--- src/rtl/fifo_byte_reader.sv ---
// Drains 32-bit words from a show-ahead FIFO and serializes them
// into byte beats on a valid/ready stream, one beat per clock.
module fifo_byte_reader #(
   parameter int word_width = 32,
   parameter int byte_width = 8,
   parameter bit lsb_first  = 1'b1
) (
   input  logic                  clk,
   input  logic                  reset,
   input  logic                  enable,
   input  logic                  fifo_empty,
   input  logic [word_width-1:0] fifo_data,
   output logic                  fifo_pop,
   output logic                  m_valid,
   input  logic                  m_ready,
   output logic [byte_width-1:0] m_data,
   output logic                  m_last,
   output logic                  busy,
   output logic [15:0]           word_count
);

   localparam int N  = word_width / byte_width;
   localparam int IW = (N > 1) ? $clog2(N) : 1;
   localparam logic [IW-1:0] LAST_IDX = IW'(N - 1);

   typedef enum logic {IDLE, SEND} state_t;

   state_t                r_state;
   logic [word_width-1:0] r_shift;
   logic [IW-1:0]         r_idx;

   logic                  w_xfer;
   logic                  w_at_last;
   logic                  w_load;
   logic [word_width-1:0] w_shifted;
   logic [byte_width-1:0] w_load_byte;
   logic [byte_width-1:0] w_next_byte;
   logic [IW-1:0]         w_idx_inc;

   always_comb begin
      w_at_last = (r_idx == LAST_IDX);
      w_xfer    = (r_state == SEND) && m_ready;
      w_load    = !fifo_empty && enable &&
                  ((r_state == IDLE) || (w_xfer && w_at_last));
      w_idx_inc = r_idx + IW'(1);
      w_shifted = lsb_first ? (r_shift >> byte_width)
                            : (r_shift << byte_width);
      // m_data is registered, so the next slice is chosen one edge early
      w_load_byte = lsb_first ? fifo_data[byte_width-1:0]
                              : fifo_data[word_width-1 -: byte_width];
      w_next_byte = lsb_first ? w_shifted[byte_width-1:0]
                              : w_shifted[word_width-1 -: byte_width];
   end

   assign fifo_pop = w_load && !reset;

   always_ff @(posedge clk or posedge reset) begin
      if (reset) begin
         r_state    <= IDLE;
         r_shift    <= '0;
         r_idx      <= '0;
         m_valid    <= 1'b0;
         m_data     <= '0;
         m_last     <= 1'b0;
         busy       <= 1'b0;
         word_count <= '0;
      end else begin
         if (w_xfer && w_at_last)
            word_count <= word_count + 16'd1;
         if (w_load) begin
            r_state <= SEND;
            r_shift <= fifo_data;
            r_idx   <= '0;
            m_valid <= 1'b1;
            busy    <= 1'b1;
            m_data  <= w_load_byte;
            m_last  <= (N == 1);
         end else if (w_xfer) begin
            if (w_at_last) begin
               r_state <= IDLE;
               m_valid <= 1'b0;
               busy    <= 1'b0;
               m_last  <= 1'b0;
            end else begin
               r_shift <= w_shifted;
               r_idx   <= w_idx_inc;
               m_data  <= w_next_byte;
               m_last  <= (w_idx_inc == LAST_IDX);
            end
         end
      end
   end

endmodule

--- config.mk ---
export PLATFORM = sky130hd
export DESIGN_NAME = fifo_byte_reader
export DESIGN_NICKNAME = d
export VERILOG_FILES = /design/src/rtl/fifo_byte_reader.sv
export SDC_FILE = /design/constraint.sdc
export NUM_CORES = 1
export LEC_CHECK = 0
export CAP_MARGIN = 15
export CORE_ASPECT_RATIO = 1.1
export CORE_MARGIN = 10
export CORE_UTILIZATION = 48
export DETAILED_ROUTE_END_ITERATION = 7
export GPL_TIMING_DRIVEN = 0
export PLACE_DENSITY = 0.82
export SYNTH_ARGS = -nofsm -noshare
export SYNTH_HDL_FRONTEND = slang
export SYNTH_SLANG_ARGS = --single-unit
--- constraint.sdc ---
create_clock -name clk -period 2 [get_ports clk]
set_input_delay 0.5 -clock clk [delete_from_list [all_inputs] [get_ports clk]]
set_output_delay 0.5 -clock clk [all_outputs]
set_load 0.03 [all_outputs]
### Word-level counts from Yosys, hierarchy flattened

Cells that the tools add are included.

| cells by class | value |
|---|---|
| $add $sub $neg | 2 |
| equality and inequality tests | 3 |
| multiplexer cells | 15 |
| bitwise logic cells | 1 |
| reduce and logical (&&, ||, !) cells | 12 |

Operator list:

| operator | number |
|---|---|
| $mux 32 | 3 |
| $mux 8 | 3 |
| $add 16x1->16 const B | 1 |
| $mux 1 | 6 |
| $mux 2 | 3 |
| $logic_and 1x1->1 | 5 |
| $eq 2x2->1 const B | 2 |
| $reduce_and 2->1 | 2 |
| $reduce_bool 2->1 | 2 |
| $add 2x1->2 const B | 1 |
| $logic_not 1->1 | 2 |
| $ne 2x1->1 const B | 1 |
| $logic_or 1x1->1 | 1 |
| $not 1->1 | 1 |

| storage, ports and cells | value |
|---|---|
| bits in registers | 60 |
| input bits | 37 |
| output and inout bits | 28 |

### Logic depth before layout (Yosys ltp)

| depth | value |
|---|---|
| depth after elaboration | 6 |
| depth in mapped cells | 7 |
| depth with buffers taken out | 6 |

### Least setup slack after synthesis

OpenSTA, ideal clock, no wires.

| timing path | value |
|---|---|
| path kind | flip-flop to output port |
| start | register r_state |
| end | output port fifo_pop |
| data arrival time | 1.525 ns |
| required time | 1.500 ns |
| path slack | -0.025 ns |
| stages on the path, launching flop included | 5 |
| path buffers | 1 |
| cells stage by stage | dfrtp_1 > a21bo_2 > nand2_1 > buf_2 > nor2_1 |

| between the ends | value |
|---|---|
| longest elaborated chain between the ends | 5 |

Ends and longest elaborated chain:

| item | line | RTL |
|---|---|---|
| start: declaration | 28 | `state_t r_state;` |
| start signal: assignment | 59 | `r_state <= IDLE;` |
| start signal: assignment | 71 | `r_state <= SEND;` |
| start signal: assignment | 80 | `r_state <= IDLE;` |
| $logic_and 1x1->1 | 42 | `w_xfer = (r_state == SEND) && m_ready;` |
| $logic_and 1x1->1 | 44 | `((r_state == IDLE) \|\| (w_xfer && w_at_last));` |
| $logic_or 1x1->1 (*) | 44 |  |
| $logic_and 1x1->1 (*) | 43 | `w_load = !fifo_empty && enable &&` |
| $logic_and 1x1->1 (*) | 55 | `assign fifo_pop = w_load && !reset;` |
| end: declaration | 13 | `output logic fifo_pop,` |

Mark *: on every way between the ends. The rest lies on a longest branch, timed or not.

### Worst setup path in the final report

| timing path | value |
|---|---|
| start | register m_data[4] |
| end | output port m_data[4] |

RTL lines:

| item | line | RTL |
|---|---|---|
| start: declaration | 16 | `output logic [byte_width-1:0] m_data,` |
| start signal: assignment | 76 | `m_data <= w_load_byte;` |
| start signal: assignment | 87 | `m_data <= w_next_byte;` |

No word-level cell between the ends.

==> flow_summary.yaml <==
timing:
  finalHoldViolations: 0
  drv_slew: 0
  setup_viol: 0
  tightest_slew_ns: 0.384
  setup_ws_ns: 0.0379
  timing.final.crit_share_pct: 98.1
  holdWs_ns: 0.483
  clock.fmax_ghz: 0.510
  relSlewSlack_pct: 74.2
  rsz0062_at_grt: "yes"
  finalClockSkew_ns: 0.0130
  min_period_ns: 1.96
  fin_tns_setup_ns: 0
clock_tree:
  htreeDepth: 2
  clk_pin_slew_worst_paths_ns: 0.10
  cts_hold_buffers: 0
  cts_tree: "yes"
  clock_latency_ns: 0.31
  clock_sinks: 52
  cts-root-buf: "clkbuf_8"
  cts_max_path_buffers: 2
  numCtsBuffers: 5
setup_path:
  path_buf_inv: 2
  cp_data_arrival_time_ns: 1.46
  slowest_stage: "clkdlybuf4s50_1"
  cp-end-kind: "output port"
  cp_cell_sequence: "buf_4, clkdlybuf4s50_1"
  critical_path_peak_fanout: 2
  crit_path_start_kind: "flop"
  cp.required_ns: 1.50
  critPathTopFamily: "buffers and inverters"
  critPathKind: "reg2out"
  max_stage_delay_ns: 0.65
global_routing:
  first_global_vias: 2041
  grt_max_degree: 40
  grt_pass1_wl_um: 9550
  grt.overflow.total: 0
  use_met3_pct: 3.27
  use_met1_pct: 17.8
  grt_util_all_layers_pct: 14.2
  met2_usage_pct: 23.2
  antenna_found_initial: 0
  grt_busiest_layer: "met2"
synthesis:
  ys_ff_latch: 52
  async_flop_share_pct: 100
  yosys.cell_count.top_type: "dfrtp_1"
  ys_seq_area_share_pct: 53.9
  synth_top_area_cell: "dfrtp_1"
  synth_area_um2: 2410
  synth_top_area_share_pct: 53.9
  postSynthCellCount: 244
  synth_edf_count: 0
  yosys-top-cells-area: "dfrtp_1 (54%), a21oi_1 (10%), nand2_1 (5.9%)"
  ys_warn_count: 0
  synthTopCellsByCount: "dfrtp_1 (52), a21oi_1 (49), nand2_1 (38)"
  syn_area_per_cell_um2: 9.89
  synth_ff_type: "dfrtp_1"
  yosysUniqueCellTypes: 30
  synth_nets: 284
worst_hold_path:
  hold_path_class: "reg2reg"
die:
  die-area_um2: 8260
  start_util_pct: 48.9
  die_h_um: 94.4
  core_area_um2: 4930
  io_pins: 65
  rows: 27
  die_w_um: 87.6
finish:
  fill_cells: 410
  nNetsFinal: 365
  finalInstanceArea_um2: 3370
  antenna_cells: 0
  layout-drive-gt1-share_pct: 16.9
  syn_to_final_growth_pct: 39.6
route:
  totalWireLength_um: 5900
  first_iter_violations: 137
  wl_per_cell_um: 15.4
  drc: 0
  dr.pass1.iters: 6
  viasPerCell: 5.20
  drtAntennaViolNets: 0
  vias: 1996
outcome:
  status: "completed"
run:
  maxCapViolations: 0
power_and_ir_drop:
  p_leak_nw: 1.58
  vdd_ir_drop_max_mv: 0.727
  power_mw: 4.25
  power.density_nw_per_um2: 1260
place:
  place.gp.congestion: 0.782
  dpl_worst_slack_ns: -1.08
  io_buffers: 64
  hpwlAfterDp_um: 4400
  placed_cell_area_um2: 3150
[repair_timing]
action | CTS | global route
setup buffers | 1 | 9
pin swaps | 1 | 1
endpoints found under the setup margin | 5 | 4
gates resized for setup | 19 | 8
[path summary, 6_finish.rpt]
| kind | start | end | slack, ns | depth (start not counted) |
|---|---|---|---|---|
| hold reg to reg | word_count[15] | word_count[15] | 0.48 | 1 |
| setup / recovery | m_data[4] | m_data[4] | 0.04 | 2 |
| hold / removal | word_count[15] | word_count[15] | 0.48 | 1 |
| setup reg to reg | r_idx[0] | word_count[10] | 0.37 | 7 |
| min in group asynchronous | reset | r_shift[18] | 0.55 | 2 |
| max in group asynchronous | reset | word_count[6] | 0.94 | 3 |
[power by group]
group / internal, mW / total [mW] / switching [mW]
Combinational: 0.898 / 1.98 / 1.08
Clock: 0.251 / 0.607 / 0.356
Sequential: 1.41 / 1.66 / 0.250
Total: 2.56 / 4.25 / 1.68
[per-stage QoR]
| stage | util (%) | cells |
|---|---|---|
| floorplan | - | 244 |
| global placement | 63.4 | 366 |
| detailed placement | 63.8 | 367 |
| CTS | 66.3 | 375 |
| global route | 68.3 | 384 |
| finish | 68.3 | 384 |
[logic make-up after synthesis]
kind of cell	synth area share, %
xor gates and xnor gates	5.76
muxes	0.467
and+or+nand+nor	16.6
adders and majority gates	1.56
buffers and inverters	6.12
DFF	53.9
AOI/OAI and AO/OA	15.6
[layer usage]
layer | vias up | part of all wire [%]
li1 | 976 | -
met1 | 951 | 40
met2 | 60 | 51
met3 | 9 | 7.1
met4 | 0 | 1.8
met5 | - | 0
[layout make-up]
cell class / instances / area [um^2] / share of cell area, %
Multi-Input combinational cell: 168 / 1010 / 30.1
Tap cell: 58 / 72.6 / 2.16
Sequential cell: 52 / 1300 / 38.6
Inverter: 3 / 11.3 / 0.334
Clock buffer: 5 / 68.8 / 2.04
Timing Repair Buffer: 75 / 741 / 22.0
Clock inverter: 3 / 22.5 / 0.669
Buffer: 20 / 136 / 4.05
[state kept, by name, indices dropped and copies added, names as in the netlist]
signal / count
r_state: 1
word_count: 16
m_data: 7
r_idx: 2
r_shift: 25
m_last: 1
[placed cells by master (no fill, tap or decap), types with 2 or more instances in the layout]
cell type / n
nand2_1: 37
nand4_1: 4
buf_2: 7
xor2_1: 3
dlymetal6s2s_1: 4
buf_6: 2
clkbuf_4: 2
nand3_1: 2
dfrtp_1: 52
a22o_1: 8
clkbuf_8: 5
ha_1: 2
buf_4: 20
clkdlybuf4s50_1: 54
a21oi_1: 49
dlygate4sd2_1: 5
nand3_2: 3
o21ai_0: 4
inv_1: 2
xnor2_1: 11
nor2_1: 25
and4_1: 3
(Power assumes the default switching activity.)
